### src/rtl/fb_pkg.sv
// Shared framebuffer line-fetch definitions: word/pixel geometry helpers,
// AXI burst constants and the fetch FSM state type.
package fb_pkg;

  localparam int unsigned MAX_BURST      = 16;
  localparam logic [1:0]  AXI_BURST_INCR = 2'b01;

  typedef enum logic [1:0] {
    StIdle,
    StCalc,
    StAddr,
    StData
  } state_t;

  function automatic int unsigned bytes_per_word(input int unsigned data_width);
    return data_width / 8;
  endfunction

  function automatic int unsigned pixs_per_word(input int unsigned data_width,
                                                input int unsigned bytes_per_pix);
    return (data_width / 8) / bytes_per_pix;
  endfunction

  function automatic int unsigned stride(input int unsigned img_width,
                                         input int unsigned bytes_per_pix);
    return img_width * bytes_per_pix;
  endfunction

  // Lane index width; at least one bit so a one-pixel word still has a legal index.
  function automatic int unsigned lane_width(input int unsigned pixs);
    return (pixs > 1) ? $clog2(pixs) : 1;
  endfunction

endpackage

### src/rtl/line_fetch_pix_unpack.sv
// Single-word R-data buffer plus lane serializer. The first word of a line
// starts at lane i_skip; the buffer empties after its last kept lane or after
// the line's final pixel, so trailing lanes of the last word are dropped.
// Optional LINE_FETCH_OUTREG_EN: a 2-entry skid register drives o_pix_*.
module line_fetch_pix_unpack #(
  parameter int unsigned DATA_WIDTH = 256,
  parameter int unsigned PIX_WIDTH  = 32,
  parameter int unsigned LANE_W     = 3
) (
  input  logic                  clk,
  input  logic                  rstn,
  input  logic                  i_start,
  input  logic [LANE_W-1:0]     i_skip,
  input  logic [15:0]           i_count,
  input  logic [DATA_WIDTH-1:0] i_word,
  input  logic                  i_word_valid,
  output logic                  o_word_ready,
  output logic [PIX_WIDTH-1:0]  o_pix_data,
  output logic                  o_pix_valid,
  output logic                  o_pix_last,
  input  logic                  i_pix_ready
);

  localparam int unsigned PIXS = DATA_WIDTH / PIX_WIDTH;

  logic [DATA_WIDTH-1:0] r_buf;
  logic                  r_full;
  logic                  r_first;
  logic [LANE_W-1:0]     r_lane;
  logic [LANE_W-1:0]     r_skip;
  logic [15:0]           r_left;

  logic [PIX_WIDTH-1:0]  w_str_data;
  logic                  w_str_valid;
  logic                  w_str_last;
  logic                  w_str_ready;
  logic                  w_take;
  logic                  w_buf_end;
  logic                  w_load;

  assign w_str_valid  = r_full;
  assign w_str_data   = r_buf[r_lane*PIX_WIDTH +: PIX_WIDTH];
  assign w_str_last   = (r_left == 16'd1);
  assign w_take       = w_str_valid && w_str_ready;
  assign w_buf_end    = (r_lane == LANE_W'(PIXS - 1)) || (r_left == 16'd1);
  // Refill in the same cycle the last kept lane leaves, for one pixel per clock.
  assign o_word_ready = !r_full || (w_take && w_buf_end);
  assign w_load       = i_word_valid && o_word_ready;

  // Buffer, lane pointer and remaining-pixel count.
  always_ff @(posedge clk) begin
    if (!rstn) begin
      r_buf   <= '0;
      r_full  <= 1'b0;
      r_first <= 1'b0;
      r_lane  <= '0;
      r_skip  <= '0;
      r_left  <= '0;
    end else if (i_start) begin
      r_skip  <= i_skip;
      r_left  <= i_count;
      r_first <= 1'b1;
      r_full  <= 1'b0;
    end else begin
      if (w_take) begin
        r_left <= r_left - 16'd1;
        r_lane <= r_lane + LANE_W'(1);
      end
      if (w_load) begin
        r_buf   <= i_word;
        r_full  <= 1'b1;
        r_lane  <= r_first ? r_skip : '0;
        r_first <= 1'b0;
      end else if (w_take && w_buf_end) begin
        r_full <= 1'b0;
      end
    end
  end

`ifdef LINE_FETCH_OUTREG_EN
  logic                 r_out_v;
  logic                 r_out_last;
  logic [PIX_WIDTH-1:0] r_out_d;
  logic                 r_sk_v;
  logic                 r_sk_last;
  logic [PIX_WIDTH-1:0] r_sk_d;

  assign w_str_ready = !r_sk_v;

  // Output register with one skid entry so upstream ready is itself registered.
  always_ff @(posedge clk) begin
    if (!rstn) begin
      r_out_v    <= 1'b0;
      r_out_last <= 1'b0;
      r_out_d    <= '0;
      r_sk_v     <= 1'b0;
      r_sk_last  <= 1'b0;
      r_sk_d     <= '0;
    end else if (!r_out_v || i_pix_ready) begin
      if (r_sk_v) begin
        r_out_v    <= 1'b1;
        r_out_d    <= r_sk_d;
        r_out_last <= r_sk_last;
        r_sk_v     <= 1'b0;
      end else begin
        r_out_v <= w_str_valid;
        if (w_str_valid) begin
          r_out_d    <= w_str_data;
          r_out_last <= w_str_last;
        end
      end
    end else if (w_str_valid && !r_sk_v) begin
      r_sk_v    <= 1'b1;
      r_sk_d    <= w_str_data;
      r_sk_last <= w_str_last;
    end
  end

  assign o_pix_valid = r_out_v;
  assign o_pix_data  = r_out_d;
  assign o_pix_last  = r_out_last;
`else
  assign w_str_ready = i_pix_ready;
  assign o_pix_valid = w_str_valid;
  assign o_pix_data  = w_str_data;
  assign o_pix_last  = w_str_last;
`endif

endmodule

### src/rtl/line_fetch.sv
// Framebuffer line fetcher: turns (base, x, y, w) requests into AXI INCR read
// bursts (max 16 beats, never crossing 4 KB) and streams the w requested
// pixels. Define LINE_FETCH_OUTREG_EN to register the pix_* outputs.
module line_fetch
  import fb_pkg::*;
#(
  parameter int unsigned AXI_DATA_WIDTH = 256,
  parameter int unsigned AXI_ADDR_WIDTH = 32,
  parameter int unsigned AXI_ID_WIDTH   = 8,
  parameter int unsigned AXI_ID         = 0,
  parameter int unsigned IMG_WIDTH      = 1920,
  parameter int unsigned BYTES_PER_PIX  = 4
) (
  input  logic                        clk,
  input  logic                        rstn,
  input  logic [AXI_ADDR_WIDTH-1:0]   req_base_addr,
  input  logic [15:0]                 req_x,
  input  logic [15:0]                 req_y,
  input  logic [15:0]                 req_w,
  input  logic                        req_valid,
  output logic                        req_ready,
  output logic [8*BYTES_PER_PIX-1:0]  pix_data,
  output logic                        pix_valid,
  output logic                        pix_last,
  input  logic                        pix_ready,
  output logic [AXI_ID_WIDTH-1:0]     axi_arid,
  output logic [AXI_ADDR_WIDTH-1:0]   axi_araddr,
  output logic [7:0]                  axi_arlen,
  output logic [2:0]                  axi_arsize,
  output logic [1:0]                  axi_arburst,
  output logic                        axi_arvalid,
  input  logic                        axi_arready,
  input  logic [AXI_DATA_WIDTH-1:0]   axi_rdata,
  input  logic                        axi_rlast,
  input  logic                        axi_rvalid,
  output logic                        axi_rready
);

  localparam int unsigned BPW       = bytes_per_word(AXI_DATA_WIDTH);
  localparam int unsigned PIXS      = pixs_per_word(AXI_DATA_WIDTH, BYTES_PER_PIX);
  localparam int unsigned PIX_WIDTH = 8 * BYTES_PER_PIX;
  localparam int unsigned LANE_W    = lane_width(PIXS);
  localparam int unsigned SIZE      = $clog2(BPW);
  localparam logic [AXI_ADDR_WIDTH-1:0] STRIDE_A =
      AXI_ADDR_WIDTH'(stride(IMG_WIDTH, BYTES_PER_PIX));
  localparam logic [AXI_ADDR_WIDTH-1:0] BPP_A      = AXI_ADDR_WIDTH'(BYTES_PER_PIX);
  localparam logic [AXI_ADDR_WIDTH-1:0] ALIGN_MASK = ~AXI_ADDR_WIDTH'(BPW - 1);

  state_t                    r_state, w_state_nxt;
  logic                      r_req_ready;
  logic [AXI_ADDR_WIDTH-1:0] r_base;
  logic [15:0]               r_x, r_y, r_w;
  logic [AXI_ADDR_WIDTH-1:0] r_addr;
  logic [31:0]               r_words_left;
  logic                      r_rdone;

  logic [AXI_ADDR_WIDTH-1:0] w_start;
  logic [AXI_ADDR_WIDTH-1:0] w_aligned;
  logic [LANE_W-1:0]         w_skip;
  logic [31:0]               w_words;
  logic [31:0]               w_to4k;
  logic [31:0]               w_beats;
  logic                      w_accept;
  logic                      w_r_hs;
  logic                      w_final;
  logic                      w_rx_en;
  logic                      w_word_ready;

  assign w_accept = req_valid && r_req_ready;
  assign w_r_hs   = axi_rvalid && axi_rready;
  assign w_final  = pix_valid && pix_ready && pix_last;
  // Only the single outstanding burst may deliver data.
  assign w_rx_en  = (r_state == StData) && !r_rdone;

  // Line geometry from the captured request and burst sizing from the current address.
  always_comb begin
    w_start   = r_base + AXI_ADDR_WIDTH'(r_y) * STRIDE_A + AXI_ADDR_WIDTH'(r_x) * BPP_A;
    w_aligned = w_start & ALIGN_MASK;
    w_skip    = LANE_W'(r_x % 16'(PIXS));
    w_words   = (32'(w_skip) + 32'(r_w) + 32'(PIXS) - 32'd1) / 32'(PIXS);
    w_to4k    = (32'd4096 - 32'(r_addr[11:0])) / 32'(BPW);
    w_beats   = r_words_left;
    if (w_beats > 32'(MAX_BURST)) w_beats = 32'(MAX_BURST);
    if (w_beats > w_to4k)         w_beats = w_to4k;
  end

  // Next-state logic.
  always_comb begin
    w_state_nxt = r_state;
    unique case (r_state)
      StIdle: if (w_accept) w_state_nxt = StCalc;
      StCalc: w_state_nxt = (r_w == 16'd0) ? StIdle : StAddr;
      StAddr: if (axi_arready) w_state_nxt = StData;
      StData: begin
        if (r_rdone) begin
          if (w_final) w_state_nxt = StIdle;
        end else if (w_r_hs && axi_rlast && (r_words_left != 32'd0)) begin
          w_state_nxt = StAddr;
        end
      end
      default: w_state_nxt = StIdle;
    endcase
  end

  // State, request capture and burst bookkeeping.
  always_ff @(posedge clk) begin
    if (!rstn) begin
      r_state      <= StIdle;
      r_req_ready  <= 1'b0;
      r_base       <= '0;
      r_x          <= '0;
      r_y          <= '0;
      r_w          <= '0;
      r_addr       <= '0;
      r_words_left <= '0;
      r_rdone      <= 1'b0;
    end else begin
      r_state     <= w_state_nxt;
      r_req_ready <= (w_state_nxt == StIdle);
      unique case (r_state)
        StIdle: begin
          if (w_accept) begin
            r_base <= req_base_addr;
            r_x    <= req_x;
            r_y    <= req_y;
            r_w    <= req_w;
          end
        end
        StCalc: begin
          r_addr       <= w_aligned;
          r_words_left <= w_words;
          r_rdone      <= 1'b0;
        end
        StAddr: begin
          if (axi_arready) begin
            r_addr       <= r_addr + AXI_ADDR_WIDTH'(w_beats * 32'(BPW));
            r_words_left <= r_words_left - w_beats;
          end
        end
        StData: begin
          if (w_r_hs && axi_rlast && (r_words_left == 32'd0)) r_rdone <= 1'b1;
        end
        default: ;
      endcase
    end
  end

  assign req_ready   = r_req_ready;
  assign axi_arid    = AXI_ID_WIDTH'(AXI_ID);
  assign axi_arsize  = 3'(SIZE);
  assign axi_arburst = AXI_BURST_INCR;
  assign axi_arvalid = (r_state == StAddr);
  assign axi_araddr  = r_addr;
  assign axi_arlen   = (r_state == StAddr) ? 8'(w_beats - 32'd1) : 8'd0;
  assign axi_rready  = w_rx_en && w_word_ready;

  line_fetch_pix_unpack #(
    .DATA_WIDTH (AXI_DATA_WIDTH),
    .PIX_WIDTH  (PIX_WIDTH),
    .LANE_W     (LANE_W)
  ) u_unpack (
    .clk          (clk),
    .rstn         (rstn),
    .i_start      (r_state == StCalc),
    .i_skip       (w_skip),
    .i_count      (r_w),
    .i_word       (axi_rdata),
    .i_word_valid (axi_rvalid && w_rx_en),
    .o_word_ready (w_word_ready),
    .o_pix_data   (pix_data),
    .o_pix_valid  (pix_valid),
    .o_pix_last   (pix_last),
    .i_pix_ready  (pix_ready)
  );

endmodule

### config.mk
export PLATFORM = sky130hd
export DESIGN_NAME = line_fetch
export DESIGN_NICKNAME = d
export VERILOG_FILES = /design/src/rtl/fb_pkg.sv /design/src/rtl/line_fetch_pix_unpack.sv /design/src/rtl/line_fetch.sv
export SDC_FILE = /design/constraint.sdc
export NUM_CORES = 1
export LEC_CHECK = 0
export BUFFER_PORTS_ARGS = -buffer_cell sky130_fd_sc_hd__buf_2
export CORE_ASPECT_RATIO = 0.7
export CORE_MARGIN = 2
export CORE_UTILIZATION = 52
export CTS_CLUSTER_DIAMETER = 200
export DETAILED_ROUTE_END_ITERATION = 7
export PLACE_DENSITY = 0.76
export SYNTH_ARGS = -nofsm -noshare
export SYNTH_HDL_FRONTEND = slang
export SYNTH_HIERARCHICAL = 1
export SYNTH_SLANG_ARGS = --single-unit
### constraint.sdc
create_clock -name clk -period 5.6 [get_ports clk]
set_clock_uncertainty 0.1 [all_clocks]
set_input_delay 1.68 -clock clk [delete_from_list [all_inputs] [get_ports clk]]
set_output_delay 1.68 -clock clk [all_outputs]
set_load 0.02 [all_outputs]
### Word level (Yosys, flattened, before mapping)

Index checks and enable logic that the tools add are counted.

| word-level totals | value |
|---|---|
| bits in registers | 428 |
| bits in latches | 0 |
| bits in writable memories | 0 |
| ROM bits | 0 |
| output and inout port bits | 90 |
| word-level logic and storage cells | 97 |
| memories kept | 0 |

| operators by class | value |
|---|---|
| add/sub/neg operators | 11 |
| $mul | 1 |
| divide/modulo/power cells | 0 |
| magnitude comparators | 2 |
| eq/ne operators | 7 |
| shift-type cells | 1 |
| mux-type cells | 25 |
| bitwise operators | 2 |
| reduce and logical (&&, ||, !) cells | 33 |

Operators by type and width:

| cell | number |
|---|---|
| $shiftx 256x9->32 | 1 |
| $mux 32 | 4 |
| $pmux 32 s2 | 2 |
| $add 32x18->32 | 1 |
| $add 32x29->32 | 1 |
| $add 32x32->32 | 1 |
| $gt 32x27->1 | 1 |
| $gt 32x5->1 const B | 1 |
| $logic_not 32->1 | 1 |
| $mux 16 | 2 |
| $reduce_bool 32->1 | 1 |
| $sub 32x32->32 | 1 |
| $mul 16x4->20 const B | 1 |
| $sub 18x1->19 const B | 1 |
| $add 17x4->18 const B | 1 |
| $add 3x16->17 | 1 |
| $eq 16x1->1 const B | 1 |
| $logic_not 16->1 | 1 |
| $sub 16x1->16 const B | 1 |
| $sub 13x12->14 const A | 1 |
| $logic_and 1x1->1 | 12 |
| $mux 2 | 6 |
| $reduce_bool 2->1 | 6 |
| $reduce_and 2->1 | 5 |
| other kinds (16) | 28 |

### Logic depth before layout (Yosys ltp)

Gate-level depths: netlist (run 1).

| depth | value |
|---|---|
| depth after elaboration | 12 |
| depth in mapped cells | 23 |

### Modules after synthesis

Netlist (run 1), hierarchy kept.

Modules (own cells, without submodules):

| module | times used | cells each | area each (um^2) | seq. area each (um^2) |
|---|---|---|---|---|
| line_fetch_pix_unpack | 1 | 1388 | 13595.5 | 5605.4 |
| line_fetch | 1 | 1522 | 11994.0 | 2822.7 |

### Worst setup path after synthesis (run 1)

Ideal clock, no wire load.

| timing path | value |
|---|---|
| path kind | flip-flop to output port |
| from | register r_words_left[1] |
| to | output port axi_arlen[5] |
| arrival | 3.559 ns |
| path slack | 0.261 ns |
| cell stages (with the launch flop) | 15 |
| buffers on the path | 0 |
| cell sequence | dfxtp_1 > nor4_1 > inv_1 > a2111oi_2 > and2_1 > ha_1 > nor2b_1 > o21a_1 > o21a_1 > o21bai_1 > a21oi_2 > mux2_2 > or2_0 > or3_1 > a21oi_1 |

| between the ends | value |
|---|---|
| word-level cells in the longest chain between the ends | 6 |

Ends and longest elaborated chain:

| what | line | RTL |
|---|---|---|
| from (decl) | line_fetch.sv:54 | `logic [31:0] r_words_left;` |
| from (signal assigned) | line_fetch.sv:131 | `r_words_left <= w_words;` |
| from (signal assigned) | line_fetch.sv:137 | `r_words_left <= r_words_left - w_beats;` |
| $gt 32x5->1 | line_fetch.sv:83 | `if (w_beats > 32'(MAX_BURST)) w_beats = 32'(MAX_BURST);` |
| $mux 32 * | line_fetch.sv:83 |  |
| $gt 32x27->1 | line_fetch.sv:84 | `if (w_beats > w_to4k) w_beats = w_to4k;` |
| $mux 32 * | line_fetch.sv:84 |  |
| $sub 8x1->8 * | line_fetch.sv:154 | `assign axi_arlen = (r_state == StAddr) ? 8'(w_beats - 32'd1) : 8'd0;` |
| $mux 8 * | line_fetch.sv:154 |  |
| to (decl) | line_fetch.sv:28 | `output logic [7:0] axi_arlen,` |

Every way passes the cells marked *; elsewhere a longest branch is shown, timed or not.

### Final worst setup path (run 1)

| timing path | value |
|---|---|
| from | register r_words_left[6] |
| to | output port axi_arlen[5] |

The elaborated chain is that of the path after synthesis.

==> flow_summary_export.csv, run 1 <==
group,metric,value,unit
setup_path,critPathCaptureType,"output pin",
floorplanning,initial_core_util,53.1,%
global_routing,grt_usage,27.1,%
sta,layout_setup_ws,-431,ps
routing,wl_per_cell,17.9,um
hold_path,hold_class,"reg -> reg",
logic_synthesis,synth.ff_latch_count,421,
sta,drv_slew,0,
logic_synthesis,async_reset_ff_share,0,%
setup_path,crit_path_start_kind,"flip-flop",
routing,vias,22200,
setup_path,arrival,4250,ps
placement,port_buffers,412,
sta,period_needed,6030,ps
global_routing,grt_pass1_vias,20900,
routing,drcViolationCount,0,
sta,rsz0062_at_grt,"true",
global_routing,grt_first_pass_wirelength,112000,um
logic_synthesis,synth-edff-count,0,
floorplanning,rows,67,
logic_synthesis,synth_cell_types,89,
global_routing,grt.busiest_layer,"met2",
power,powerDensity,311,mW/mm^2
clock_tree,cts_inserted_buffers,44,
clock_tree,cts.sinks,421,
clock_tree,cts_buffer_depth,3,
routing,detail-route-antenna-nets,0,
sta,finalHoldViolCount,0,
cells_and_area,syn2layout_area_growth,20.1,%
global_routing,grt_util_met1,39.3,%
floorplanning,die_width,269,um
routing,first_pass_iters,7,
floorplanning,die_area,0.0510,sq mm
setup_path,crit_type,"reg -> out",
sta,fin_crit_sh,108,%
logic_synthesis,synth_area,0.0256,sq mm
setup_path,critPathMaxFanout,4,
placement,dp_slack,-123,ps
sta,worstMarginPinSlew,1130,ps
sta,max_freq,166,MHz
logic_synthesis,synthTopCellsByCount,"753 x nand2_1, 421 x dfxtp_1, 265 x mux2i_1",
clock_tree,clkLatencyLatePin,560,ps
logic_synthesis,synth_top_area_share,32.9,%
floorplanning,die_y,190,um
clock_tree,htreeDepth,2,
routing,finalWirelength,72700,um
logic_synthesis,yosysTopAreaCell,"dfxtp_1",
clock_tree,cts_tree,"yes",
global_routing,grt_max_degree,169,
sta,finalSetupViolations,8,
floorplanning,ios,433,
cells_and_area,nets,3889,
routing,drt_iter0_drc,1811,
logic_synthesis,avgSynthCellArea,8.79,sq um
global_routing,grt_use_met3,4.37,%
global_routing,gr-total-overflow,0,
logic_synthesis,yosys_most_used_dff,"dfxtp_1",
setup_path,cp.required,3820,ps
logic_synthesis,synth_cells,2910,
logic_synthesis,synthTopCellsByArea,"dfxtp_1 33%, nand2_1 11%, mux2i_1 10%",
power,p_total,0.00954,W
routing,routed_via_density,5.45,
run_status,violations,"negative setup slack",
power,ir_drop,224,uV
power,leakage,12.9,nW
clock_tree,clockRootBuffer,"clkbuf_16",
placement,place_congestion,0.920,
logic_synthesis,yosysWarnings,6,
logic_synthesis,yosysMostFrequentCell,"nand2_1",
floorplanning,coreArea,0.0482,sq mm
placement,place_hpwl,52200,um
sta,fin_setup_tns,-2250,ps
clock_tree,clkTransAtPathRegs,60,ps
cells_and_area,drive_gt1_share,24.3,%
logic_synthesis,seq_area_frac_synth,32.9,%
global_routing,antenna_found_initial,19,
sta,relSlewSlack,24.8,%
job,drv_cap,0,
run_status,outcome,"complete, but fails checks",
global_routing,use_met2,41.2,%
==> metrics by stage <==
stage	hold WS [ps]	util, %	cell area, sq um	std cells
2_1_floorplan	332	-	25800	2971
3_3_place_gp	340	58.9	28400	3949
3_5_place_dp	345	58.9	28400	3949
4_1_cts	356	62.7	30200	4043
5_1_grt	372	63.7	30700	4067
6_report	354	63.7	30700	4069
==> cell families (layout without fill, tap and decap cells) <==
logic type      after synthesis  count (layout)  share of synthesized area, %
buf+inv                     285             711                          6.03
fa+ha+maj                   183             183                          10.1
other cells                   2              80                        0.0293
mux                         362             362                          17.5
xor+xnor                    104             104                          3.56
simple gates               1073            1073                          17.9
flops                       421             421                          32.9
compound gates              480             480                          12.0
==> path summary, 6_finish.rpt <==
kind	start	endpoint	slack, ps	depth (start not counted)
max	r_words_left[6]	axi_arlen[5]	-430	18
min	r_base[12]	r_base[12]	350	2
max reg2reg	r_words_left[6]	axi_araddr[31]	110	27
min reg2reg	r_base[12]	r_base[12]	350	2
==> state kept, by name, summed over array words and instances, names as in the netlist <==
| register | flops |
|---|---|
| axi_araddr | 27 |
| r_base | 30 |
| r_rdone | 1 |
| r_state | 2 |
| r_w | 16 |
| r_words_left | 32 |
| r_x | 16 |
| r_y | 16 |
| req_ready | 1 |
| u_unpack/o_pix_valid | 1 |
| u_unpack/r_buf | 256 |
| u_unpack/r_first | 1 |
| u_unpack/r_lane | 3 |
| u_unpack/r_left | 16 |
| u_unpack/r_skip | 3 |
==> routing by layer <==
metal,vias to the layer above,share of wire (%)
met3,130,6.5
li1,10900,-
met1,10400,46
met5,-,0.077
met4,8,3.0
met2,681,44
==> final cells by class <==
cell class	instances	area (sq um)
fillers	4034	17500
multi-input cells	2265	16400
flip-flops and latches	421	8450
repair buffers	535	3130
clock buffers	60	1290
well taps	655	820
inverters	96	362
clock inverters	20	245
diodes	17	42.5
==> timing repair <==
action,in CTS,in global routing
hold endpoints to repair,0,0
setup endpoints to repair,22,38
gates resized for setup,47,73
buffers inserted,14,9
hold buffers,0,0
pin swaps,15,46
==> report_power, final <==
group,switching (W),internal [W]
combinational,0.00177,0.00143
sequential,0.000124,0.00310
clock,0.00130,0.00182
total,0.00319,0.00635
==> worst max-delay path, stage by stage, from the launching register on <==
cell and delay, ps:
dfxtp_1 330, nor4_2 250, buf_4 180, nand2_4 60, a2111oi_4 370, and2_4 220, ha_4 200, nor2b_4 110
o21a_1 160, o21a_1 180, o21bai_1 190, a21oi_2 120, buf_4 160, mux2i_4 190, buf_6 140, or2_0 210
or3_1 320, a21oi_2 140, buf_6 150
==> layout by cell type (no fill, tap or decap), drive strengths merged, types with 40 or more instances in the layout <==
cell type,n
nand2,753
buf,535
dfxtp,421
mux2i,265
a21oi,188
ha,143
inv,98
o21ai,97
nor2,93
mux4,64
conb,63
xnor2,63
clkbuf,60
nor3,42
xor2,41
fa,40
No activity file was read; power rests on OpenSTA's default activity.
==> inputs of run 2 (changes only) <==
--- a/config.mk
+++ b/config.mk
@@ -11,6 +11,7 @@
 export CORE_UTILIZATION = 52
 export CTS_CLUSTER_DIAMETER = 200
 export DETAILED_ROUTE_END_ITERATION = 7
+export GPL_TIMING_DRIVEN = 0
 export PLACE_DENSITY = 0.76
 export SYNTH_ARGS = -nofsm -noshare
 export SYNTH_HDL_FRONTEND = slang
==> run 2 against run 1 <==
Effect of this change: the run still ends with negative setup slack left; critical path depth fell by 1; setup slack lost 22 ps; global-route usage rose by 5.1 points; count of clock-buffer cells in the layout increased by 3; core utilization rose by 1.2 points; sequential share of layout area is 0.46 points lower; first-iteration DRC count up 35%; via count grew 7.9%; non-clock buffer count is 104 higher.
==> flow_summary_export.csv, run 2 (synthesized netlist as in run 1, its figures left out) <==
group,metric,value,unit
floorplanning,die_area,0.0510,sq mm
power,p_int,0.00611,W
power,netSwitchingFraction,35.2,%
sta,max_freq,165,MHz
clock_tree,clkLatencyLatePin,580,ps
run_status,violations,"negative setup slack",
power,p_switching,0.00332,W
job,drv_cap,0,
clock_tree,cts.hold.buffers_added,0,
setup_path,cp.required,3820,ps
floorplanning,die_y,190,um
routing,drcViolationCount,0,
setup_path,cp.depth,17,
routing,drt_iter0_drc,2436,
global_routing,grt_pass1_vias,22000,
floorplanning,rows,67,
clock_tree,clkTransAtPathRegs,60,ps
setup_path,ff2ff_path_depth,22,
setup_path,path_cells,"nor4_4 > inv_2 > a2111oi_4 > and2_4 > ha_4 > nor2b_1 > o21a_1 > o21a_1 > o21bai_2 > a21oi_4 > buf_6 > mux2i_4 > inv_2 > nand3_1 > or3_1 > a21oi_2 > buf_6",
floorplanning,ios,433,
sta,finalSetupViolations,9,
sta,rsz0062_at_grt,"true",
hold_path,hold_class,"reg -> reg",
setup_path,crit_type,"reg -> out",
cells_and_area,reg_top3,"u_unpack/r_buf x256, r_words_left x32, r_base x30",
global_routing,antenna_found_initial,19,
setup_path,critPathMaxFanout,7,
global_routing,grt_usage,32.2,%
floorplanning,initial_core_util,53.1,%
sta,layout_setup_ws,-453,ps
run_status,outcome,"complete, but fails checks",
cells_and_area,nets,3992,
cells_and_area,drive_gt1_share,23.0,%
clock_tree,cts.sinks,421,
setup_path,crit_family,"simple AND/OR/NAND/NOR gates",
sta,relSlewSlack,16.5,%
cells_and_area,regMostFlops,"u_unpack/r_buf",
routing,detail-route-antenna-nets,0,
routing,finalWirelength,87800,um
clock_tree,cts_inserted_buffers,43,
routing,routed_via_density,5.74,
power,powerDensity,302,mW/mm^2
power,leakage,13.0,nW
sta,fin_crit_sh,108,%
setup_path,crit_buf_inv,4,
global_routing,gr-total-overflow,0,
cells_and_area,syn2layout_area_growth,22.2,%
clock_tree,htreeDepth,2,
sta,period_needed,6050,ps
global_routing,grt_first_pass_wirelength,127000,um
placement,dpl-instance-area,0.0287,sq mm
placement,place_hpwl,67300,um
cells_and_area,layout_common_cells,"750 x nand2_1, 410 x dfxtp_1, 407 x buf_2, 260 x mux2i_1, 173 x a21oi_1",
hold_path,hold_depth,2,
clock_tree,cts_buffer_depth,3,
floorplanning,coreArea,0.0482,sq mm
power,p_comb_share,34.2,%
cells_and_area,largest_register_ffs,256,
clock_tree,clockRootBuffer,"clkbuf_16",
cells_and_area,final_common_cell,"nand2_1",
setup_path,critPathCaptureType,"output pin",
sta,hold-worst-slack,354,ps
setup_path,critPathSlowestCell,"a2111oi_4",
clock_tree,cts_tree,"yes",
power,ir_drop,283,uV
floorplanning,die_width,269,um
cells_and_area,stdcell_area,0.0313,sq mm
setup_path,slowest_delay,400,ps
routing,vias,23900,
sta,worstMarginPinSlew,1240,ps
setup_path,crit_path_start_kind,"flip-flop",
setup_path,arrival,4270,ps
global_routing,grt_max_degree,15,
sta,drv_slew,0,
routing,first_pass_iters,6,
routing,wl_per_cell,21.0,um
power,clockPowerShare,31.4,%
placement,place_congestion,0.980,
placement,port_buffers,412,
power,pwr-share-seq,34.4,%
sta,finalHoldViolCount,0,
## run 2: changes by cell type in the layout (fill, tap and decap cells not counted), sizes merged
cell,previous run,this run
clkbuf,60,193
diode,17,16
inv,98,95
bufinv,4,2
buf,535,509
## run 2: final cells by class
type / count / area [sq um]
fillers: 4019 / 16900
multi-input cells: 2265 / 16600
flip-flops and latches: 421 / 8450
repair buffers: 451 / 2420
clock buffers: 63 / 1250
plain buffers: 188 / 1180
well taps: 655 / 820
inverters: 96 / 373
clock inverters: 15 / 184
diodes: 16 / 40.0
## run 2: power by group through the flow
stage	logic, W	registers, W	clock network [W]
after floorplan	0.00184	0.00329	0
after global placement	0.00258	0.00330	0
after detailed placement	0.00260	0.00330	0
after CTS	0.00283	0.00324	0.00298
after global routing	0.00347	0.00326	0.00311
final	0.00322	0.00325	0.00296
## run 2: stage by stage
| stage | worst slack (ps) | utilization, % | TNS [ps] | total power [W] | instances |
|---|---|---|---|---|---|
| 6_report | -453 | 64.9 | -2730 | 0.00943 | 4170 |
| 3_5_place_dp | -464 | 59.5 | -6920 | 0.00590 | 4038 |
| 3_3_place_gp | -512 | 59.5 | -7290 | 0.00588 | 4038 |
| 5_1_grt | -628 | 64.9 | -5200 | 0.00984 | 4170 |
| 4_1_cts | -330 | 63.4 | -1680 | 0.00905 | 4128 |
| 2_1_floorplan | 261 | - | 0 | 0.00513 | 2971 |
## run 2: per-layer routing
layer / wire length [um] / part of all wire, % / GRT usage [%] / vias to the layer above
met5: 34 / 0.039 / 0 / -
met4: 2720 / 3.1 / 10.7 / 6
met3: 9850 / 11 / 8.42 / 196
met2: 36000 / 41 / 44.9 / 1244
met1: 39100 / 45 / 47.7 / 11300
li1: - / - / - / 11200
## run 2: path summary, 6_finish.rpt
check | end | slack, ps | start
worst max-delay path | axi_arlen[5] | -450 | r_words_left[0]
worst min-delay path | u_unpack/r_buf[196] | 350 | u_unpack/r_buf[196]
worst max register to register | axi_araddr[31] | -20 | r_y[0]
worst min register to register | u_unpack/r_buf[196] | 350 | u_unpack/r_buf[196]
## run 2: tightest hold or removal path: stages (launching register included)
cell and delay, ps:
dfxtp_1 310, nand2_1 50, mux2i_1 50
## run 2: repair_timing
action	in CTS	in global routing
setup endpoints to repair	35	36
pin swaps	19	48
buffers inserted	13	26
resized for setup	73	90
==> inputs of run 3 (changes only) <==
--- a/config.mk
+++ b/config.mk
@@ -6,7 +6,8 @@
 export NUM_CORES = 1
 export LEC_CHECK = 0
 export BUFFER_PORTS_ARGS = -buffer_cell sky130_fd_sc_hd__buf_2
-export CORE_ASPECT_RATIO = 0.7
+export CAP_MARGIN = 20
+export CORE_ASPECT_RATIO = 1.4
 export CORE_MARGIN = 2
 export CORE_UTILIZATION = 52
 export CTS_CLUSTER_DIAMETER = 200
==> run 3 against run 2 <==
Effect of this change: the flow still finishes with violations (negative setup slack); core utilization is 0.37 points lower; via count is 0.12% lower; count of clock-buffer cells in the layout is 1 lower; hold slack hardly changed; setup slack worse by 55 ps; fmax is 0.89% lower; design area is 0.59% higher; sequential share of layout area is 0.18 points lower; non-clock buffer count is 11 higher; die area hardly changed; register-to-register slack better by 50 ps; sequential power hardly changed.
==> flow_summary_export.csv, run 3 (synthesized netlist as in run 1, its figures left out) <==
group,metric,value,unit
setup_path,slowest_delay,390,ps
setup_path,critPathMaxFanout,5,
routing,wl_met3,7400,um
routing,finalWirelength,89400,um
routing,routed_via_density,5.76,
cells_and_area,final_util,64.5,%
job,drv_cap,0,
sta,max_freq,164,MHz
floorplanning,rows,96,
cells_and_area,syn2layout_area_growth,23.0,%
sta,finalHoldViolCount,0,
cells_and_area,reg_top3,"u_unpack/r_buf x256, r_words_left x32, r_base x30",
run_status,outcome,"complete, but fails checks",
routing,met2_length,43500,um
routing,wl_per_cell,21.5,um
sta,finalSetupViolations,8,
run_status,violations,"negative setup slack",
clock_tree,cts_inserted_buffers,45,
routing,detail-route-antenna-nets,0,
cells_and_area,largest_register_ffs,256,
floorplanning,die_width,191,um
power,leakage,13.1,nW
cells_and_area,seqCellArea,0.00845,sq mm
setup_path,path_cells,"nor4_2 > inv_1 > a2111oi_4 > and2_4 > ha_4 > nor2b_4 > o21a_1 > o21a_1 > o21bai_2 > a21oi_4 > buf_12 > mux2i_4 > or2_0 > or3_4 > a21oi_2 > buf_6",
setup_path,arrival,4330,ps
clock_tree,clkLatencyLatePin,580,ps
sta,fin_crit_sh,109,%
routing,drt_iter0_drc,1461,
clock_tree,cts_tree,"yes",
cells_and_area,drive_gt1_share,23.6,%
clock_tree,cts.sinks,421,
global_routing,grt_first_pass_wirelength,128000,um
sta,period_needed,6110,ps
cells_and_area,regMostFlops,"u_unpack/r_buf",
global_routing,grt_usage,33.3,%
floorplanning,ios,433,
global_routing,grt_pass1_vias,23200,
clock_tree,clkTransAtPathRegs,60,ps
placement,place_congestion,0.947,
setup_path,crit_type,"reg -> out",
cells_and_area,finalNonFillerCells,4154,
global_routing,gr-total-overflow,0,
routing,vias,23900,
routing,m1WireLength,30000,um
power,ir_drop,270,uV
placement,dp_cells,4021,
routing,first_pass_iters,6,
setup_path,crit_buf_inv,3,
sta,rsz0062_at_grt,"true",
sta,worstMarginPinSlew,1050,ps
floorplanning,die_area,0.0510,sq mm
floorplanning,initial_core_util,52.5,%
floorplanning,coreArea,0.0488,sq mm
clock_tree,htreeDepth,2,
setup_path,crit_path_start_kind,"flip-flop",
setup_path,critPathSlowestCell,"dfxtp_1",
routing,drcViolationCount,0,
clock_tree,cts_buffer_depth,3,
sta,layout_setup_ws,-508,ps
sta,relSlewSlack,29.5,%
hold_path,hold_class,"reg -> reg",
placement,place_hpwl,67100,um
cells_and_area,num-fill-cells,4081,
sta,fin_setup_tns,-2770,ps
cells_and_area,final_common_cell,"nand2_1",
setup_path,r2r_slack,30,ps
setup_path,crit_top_cell,"o21a_1",
cells_and_area,nets,4005,
cells_and_area,multi_input_area,0.0167,sq mm
setup_path,critPathCaptureType,"output pin",
clock_tree,clockRootBuffer,"clkbuf_16",
floorplanning,die_y,266,um
routing,top_layer_used,"met5",
power,powerDensity,309,mW/mm^2
setup_path,cp.required,3820,ps
global_routing,antenna_found_initial,3,
setup_path,crit_family,"simple AND/OR/NAND/NOR gates",
sta,drv_slew,0,
global_routing,grt_max_degree,15,
cells_and_area,layout_common_cells,"749 x nand2_1, 415 x dfxtp_1, 408 x buf_2, 260 x mux2i_1, 175 x a21oi_1",
placement,port_buffers,412,
-- run 3: cell count changes in the layout (fill, tap and decap cells not counted), moves of 5 or more --
cell      before  now
dfxtp_1      410  415
clkinv_2       4   13
xnor2_1       53   58
xnor2_2       10    5
buf_4         58   65
diode_2       16    4
dfxtp_2        6    1
-- run 3: repair_timing --
item / CTS / global route
setup buffers: 18 / 30
endpoints found under the setup margin: 44 / 44
pin swaps: 22 / 88
gates resized for setup: 65 / 122
cloned: 0 / 0
hold endpoints to repair: 0 / 0
hold buffers: 0 / 0
-- run 3: final cells by class --
| type | count | area share, % |
|---|---|---|
| Clock buffer | 62 | 4.04 |
| Buffer | 188 | 3.75 |
| Antenna cell | 4 | 0.0318 |
| Inverter | 96 | 1.15 |
| Tap cell | 637 | 2.53 |
| Clock inverter | 19 | 0.632 |
| Timing Repair Buffer | 462 | 8.02 |
| Sequential cell | 421 | 26.9 |
| Multi-Input combinational cell | 2265 | 53.0 |
-- run 3: worst paths after layout --
check	startpoint	end	cells past startpoint
setup / recovery	r_words_left[3]	axi_arlen[5]	16
hold / removal	u_unpack/r_buf[121]	u_unpack/r_buf[121]	2
setup reg to reg	r_words_left[3]	r_words_left[24]	28
hold reg to reg	u_unpack/r_buf[121]	u_unpack/r_buf[121]	2
-- run 3: power breakdown --
part | switching, W | internal (W)
Sequential | 0.000140 | 0.00310
Clock | 0.00131 | 0.00173
Combinational | 0.00195 | 0.00148
Total | 0.00340 | 0.00631
-- run 3: worst min-delay path: stages (launching register included) --
cell     delay, ps
dfxtp_1        310
nand2_1         50
mux2i_1         50
-- run 3: per-stage QoR --
stage | setup WS (ps) | area (sq um) | hold slack [ps] | power (W)
final | -508 | 31500 | 355 | 0.00971
after global placement | -683 | 28700 | 339 | 0.00590
after floorplan | 261 | 25800 | 332 | 0.00513
after detailed placement | -734 | 28700 | 347 | 0.00594
after global routing | -676 | 31500 | 369 | 0.0101
after CTS | -432 | 30600 | 355 | 0.00925
-- run 3: routing by layer --
layer,track usage [%],vias to the layer above
li1,-,11100
met3,6.86,373
met1,34.3,11200
met2,58.3,1156
met5,0,-
met4,26.6,4
